### src/rtl/data_memory_dump_controller.sv
// Debug-unit sequencer: reads every data-memory entry over the debug port and
// streams each byte to the UART transmitter using a start/done handshake.
module data_memory_dump_controller #(
    parameter int MEMORY_WIDTH = 8,
    parameter int MEMORY_DEPTH = 128,
    parameter int NB_ADDR      = 7
) (
    input  logic                    i_clock,
    input  logic                    i_reset,
    input  logic                    i_start,
    input  logic [MEMORY_WIDTH-1:0] i_byte_data,
    input  logic                    i_tx_done,
    output logic                    o_mem_enable,
    output logic                    o_read_enable,
    output logic [NB_ADDR-1:0]      o_read_address,
    output logic [MEMORY_WIDTH-1:0] o_tx_data,
    output logic                    o_tx_start,
    output logic                    o_busy,
    output logic                    o_done
);

    typedef enum logic [2:0] {
        ST_IDLE    = 3'd0,
        ST_READ    = 3'd1,
        ST_WAIT    = 3'd2,
        ST_SEND    = 3'd3,
        ST_WAIT_TX = 3'd4,
        ST_DONE    = 3'd5
    } state_t;

    localparam logic [NB_ADDR-1:0] LAST_ADDR = NB_ADDR'(MEMORY_DEPTH - 1);

    state_t                    state_q, state_d;
    logic [NB_ADDR-1:0]        addr_q, addr_d;
    logic [MEMORY_WIDTH-1:0]   tx_data_q, tx_data_d;
    logic                      mem_en_q;
    logic                      tx_start_q;
    logic                      busy_q;
    logic                      done_q;

    // Next-state, address counter and byte capture logic.
    always_comb begin
        state_d   = state_q;
        addr_d    = addr_q;
        tx_data_d = tx_data_q;
        case (state_q)
            ST_IDLE: begin
                if (i_start) begin
                    state_d = ST_READ;
                    addr_d  = {NB_ADDR{1'b0}};
                end else begin
                    state_d = ST_IDLE;
                end
            end
            ST_READ: state_d = ST_WAIT;
            ST_WAIT: begin
                // Memory output is registered, so the byte is valid one cycle after READ.
                tx_data_d = i_byte_data;
                state_d   = ST_SEND;
            end
            ST_SEND: state_d = ST_WAIT_TX;
            ST_WAIT_TX: begin
                if (!i_tx_done) begin
                    state_d = ST_WAIT_TX;
                end else if (addr_q == LAST_ADDR) begin
                    state_d = ST_DONE;
                end else begin
                    addr_d  = addr_q + NB_ADDR'(1);
                    state_d = ST_READ;
                end
            end
            ST_DONE: state_d = ST_IDLE;
            default: state_d = ST_IDLE;
        endcase
    end

    // State, counter and outputs; outputs are registered from the next state.
    always_ff @(posedge i_clock or posedge i_reset) begin
        if (i_reset) begin
            state_q    <= ST_IDLE;
            addr_q     <= {NB_ADDR{1'b0}};
            tx_data_q  <= {MEMORY_WIDTH{1'b0}};
            mem_en_q   <= 1'b0;
            tx_start_q <= 1'b0;
            busy_q     <= 1'b0;
            done_q     <= 1'b0;
        end else begin
            state_q    <= state_d;
            addr_q     <= addr_d;
            tx_data_q  <= tx_data_d;
            mem_en_q   <= (state_d == ST_READ);
            tx_start_q <= (state_d == ST_SEND);
            busy_q     <= (state_d != ST_IDLE);
            done_q     <= (state_d == ST_DONE);
        end
    end

    assign o_mem_enable   = mem_en_q;
    assign o_read_enable  = mem_en_q;
    assign o_read_address = addr_q;
    assign o_tx_data      = tx_data_q;
    assign o_tx_start     = tx_start_q;
    assign o_busy         = busy_q;
    assign o_done         = done_q;

endmodule
### config.mk
export PLATFORM = sky130hd
export DESIGN_NAME = data_memory_dump_controller
export DESIGN_NICKNAME = d
export VERILOG_FILES = /design/src/rtl/data_memory_dump_controller.sv
export SDC_FILE = /design/constraint.sdc
export NUM_CORES = 1
export LEC_CHECK = 0
export ABC_CLOCK_PERIOD_IN_PS = 2050
export CORE_UTILIZATION = 44
export DETAILED_ROUTE_END_ITERATION = 10
export GPL_TIMING_DRIVEN = 0
export PLACE_DENSITY = 0.77
export RECOVER_POWER = 100
export SETUP_SLACK_MARGIN = 0.05
export SLEW_MARGIN = 20
export SYNTH_ARGS = -nofsm -noshare
export SYNTH_HDL_FRONTEND = slang
export SYNTH_SLANG_ARGS = --single-unit
export TNS_END_PERCENT = 30
### constraint.sdc
create_clock -name i_clock -period 2.05 [get_ports i_clock]
set_input_delay 0.205 -clock i_clock [delete_from_list [all_inputs] [get_ports i_clock]]
set_output_delay 0.205 -clock i_clock [all_outputs]
set_load 0.01 [all_outputs]
==> metrics.md <==
| Metric | Value |
|---|---|
| Run status | finished, final reports clean |
| Routed WL | about 1800 µm |
| Count of cell types in the netlist | 30 |
| Slew margin rel. | between 40% and 50% |
| Crit path from | o_read_address[0]$_DFFE_PP0P_ |
| Max Slew Vio Count | 0 |
| Buf/Inv on CP | 0 |
| Rows | 16 |
| R2R Path Start | o_read_address[0]$_DFFE_PP0P_ |
| Clock Path Buffers | 2 |
| Hpwl dp | ~1300 µm |
| Post-synthesis sequential area ratio | roughly 55% |
| Hold-fix buffers at CTS | 0 |
| Synth-to-Final Area Change | 34.8% |
| Switch share | about 34% |
| Vias in the first global route | 741 |
| Hold WC Path Type | in2async |
| Req. time, crit path | roughly 2.2 ns |
| Syn Area/Cell | 12.6 µm² |
| Synthesized flop and latch total | 22 |
| Layout cell share with drive strength beyond 1 | a little under 9% |
| Worst-margin pin slew | just under 0.8 ns |
| Syn_nets | around 90 |
| Synthesized area | between 900 and 1000 µm² |
| Final period util | between 80% and 90% |
| Post-route DRC | 0 |
| Die H | around 50 µm |
| First drt pass iteration count | 4 |
| Routed Antenna Nets | 0 |
| Overall power | between 1500 and 2000 µW |
| RSZ-0062 raised after global routing | false |
| Top cell family by delay on the critical path | simple AND/OR/NAND/NOR gates |
| Largest stage delay, worst path | 0.44 ns |
| RR Endpoint | o_busy$_DFF_PP0_ |
| Postcts setup bufs | 0 |
| First-pass GRT wire length | approximately 3200 µm |
| WP data arrival | 1.92 ns |
| Avg WL per Cell | roughly 13 µm |
| P_sw | roughly 540 µW |
| Root Driver | clkbuf_4 |
| Antenna violations before repair | 0 |
| Logic pwr share | a little over two fifths |
| Pint | 1060 µW |
| Crit path kind | reg2reg |
| Vias per std cell | around 5.4 |
| Antenna Cells | 0 |
| Maximum vdd drop | between 0.0006 and 0.0007 V |
| Final TNS setup | 0 ns |
| CP cell instances | ha_1, nand3_1, o21ai_0, a22o_1, or3_1 |
| Max-cap violations | 0 |
| CTS tree | yes |
| Final GP Congestion | between 0.7 and 0.8 |
| Clock Skew | ~0.0027 ns |
| Mapped Cells | 79 |
| # setup viols final | 0 |
| Clk slew on worst S/H paths | between 0.1 and 0.15 ns |
| I/O pins | 32 |
| Ys Warns | 0 |
| H-tree depth | 1 |
| Worst Reg-to-Reg Cells | 5 |
| Die area | roughly 2500 µm² |
| Total track usage | 17.4% |
| Commonest non-fill, non-tap cells in the layout | dlygate4sd3_1, dfrtp_1, clkdlybuf4s50_1 |
| Crit-path max FO | 8 |
| Routed via count | about 760 |
| Layout Nets | 128 |
| Largest net degree at the start of global routing | 23 |
| Clk pwr share | 11.9% |
| Die X | around 50 µm |
| Seq pwr share | between 40 and 50% |
| Grt total ovfl | 0 |
| Static Leak | just over 0.0006 µW |
| Final Critical Period | between 1.5 and 2 ns |
| Cts repair resizes | 0 |
| CTS Buf Count | 3 |
| Core box area | roughly 2000 µm² |
| Crit end category | register |
| Worst setup SP type | register |
| # port buffers | 31 |
| Flop2flop setup slack | between 0.3 and 0.4 ns |
| # clock sinks | 22 |
| Max stage delay cell, worst path | dfrtp_1 |
| Final Hold Viols | 0 |
| Fmax | around 580 MHz |
| Initial Utilization | just under 50% |
| Skew-Pair Late Insertion Delay | 0.30 ns |
| Initial DRC count | 9 |
| Power per cell area | ~1200 nW/µm² |
[cells in the mapped netlist]
library cell	n	share of area (%)
nand2b_1	2	1.3
o21ai_0	2	1.0
a31oi_1	5	3.1
a21oi_1	3	1.5
dfrtp_1	22	55
nand3_2	1	1.0
o41ai_4	1	2.8
or3_1	1	0.63
o21ai_1	1	0.50
a22o_1	1	0.88
o211ai_4	1	2.1
mux2_2	2	2.3
nor2b_1	2	1.3
nand3_1	2	1.0
nor2_1	4	1.5
o22a_1	1	0.88
mux2i_1	2	2.0
xnor2_1	1	0.88
a21boi_1	1	0.76
inv_1	4	1.5
buf_6	1	1.1
ha_1	1	1.3
nand2_1	5	1.9
nor3_1	1	0.50
mux2_1	6	6.8
nor3b_2	1	1.3
a41oi_1	1	0.88
and3_1	1	0.63
o211a_4	1	1.8
buf_4	2	1.5
[registers in the layout, summed over array words and instances, names as in the netlist]
name,cells
o_read_address,7
state_q,3
o_tx_start,1
o_tx_data,8
o_busy,1
o_mem_enable,1
o_done,1
[area by class of cell]
cell class | count | area (µm²)
inverters | 4 | 15.0
fillers | 185 | 703
clock buffers | 3 | 22.5
flip-flops and latches | 22 | 551
well taps | 27 | 33.8
multi-input cells | 50 | 384
repair buffers | 31 | 310
plain buffers | 3 | 22.5
[power groups by stage]
stage          Combinational, µW  Clock [µW]  Sequential, µW
2_1_floorplan                371           0             773
3_3_place_gp                 758           0             717
3_5_place_dp                 773           0             728
4_1_cts                      776         196             717
5_1_grt                      763         212             736
6_report                     697         189             707
[how the worst max path moves through the flow]
stage                                    endpoint  slack (ns)  depth (start not counted)
detailed placement               o_busy$_DFF_PP0_        0.40                          4
global placement                 o_busy$_DFF_PP0_        0.43                          4
floorplan                        o_busy$_DFF_PP0_        0.52                          5
finish                           o_busy$_DFF_PP0_        0.31                          5
global route        o_read_address[5]$_DFFE_PP0P_        0.20                          5
CTS                              o_busy$_DFF_PP0_        0.42                          5
[kinds of logic (layout without fill, tap and decap cells)]
logic type               count (synthesis)  after routing  share of synthesized area [%]
XOR/XNOR                                 1              1                          0.882
buffers and inverters                    7             41                           4.16
flip-flops                              22             22                           55.4
AND/OR/NAND/NOR                         20             20                           11.0
multiplexers                            10             10                           11.1
adder cells (fa/ha/maj)                  1              1                           1.26
AO/OA/AOI/OAI                           18             18                           16.2
[per-stage QoR]
stage                     utilization, %  hold WS (ns)  cell area (µm²)  instances  worst slack (ns)
after detailed placement            65.5         0.476             1340        137             0.399
after floorplan                        -         0.194              993         79             0.524
after global placement              65.5         0.467             1340        137             0.427
after CTS                           66.6         0.385             1360        140             0.418
after global routing                65.6         0.491             1340        140             0.195
final                               65.6         0.475             1340        140             0.313
[layer usage]
metal	up-vias	wire (µm)	GRT usage (%)
met5	-	0	0
met4	0	39	9.52
met3	7	154	4.01
met2	46	900	29.7
met1	350	747	20.2
li1	355	-	-
Power figures use the tool's default switching activity.
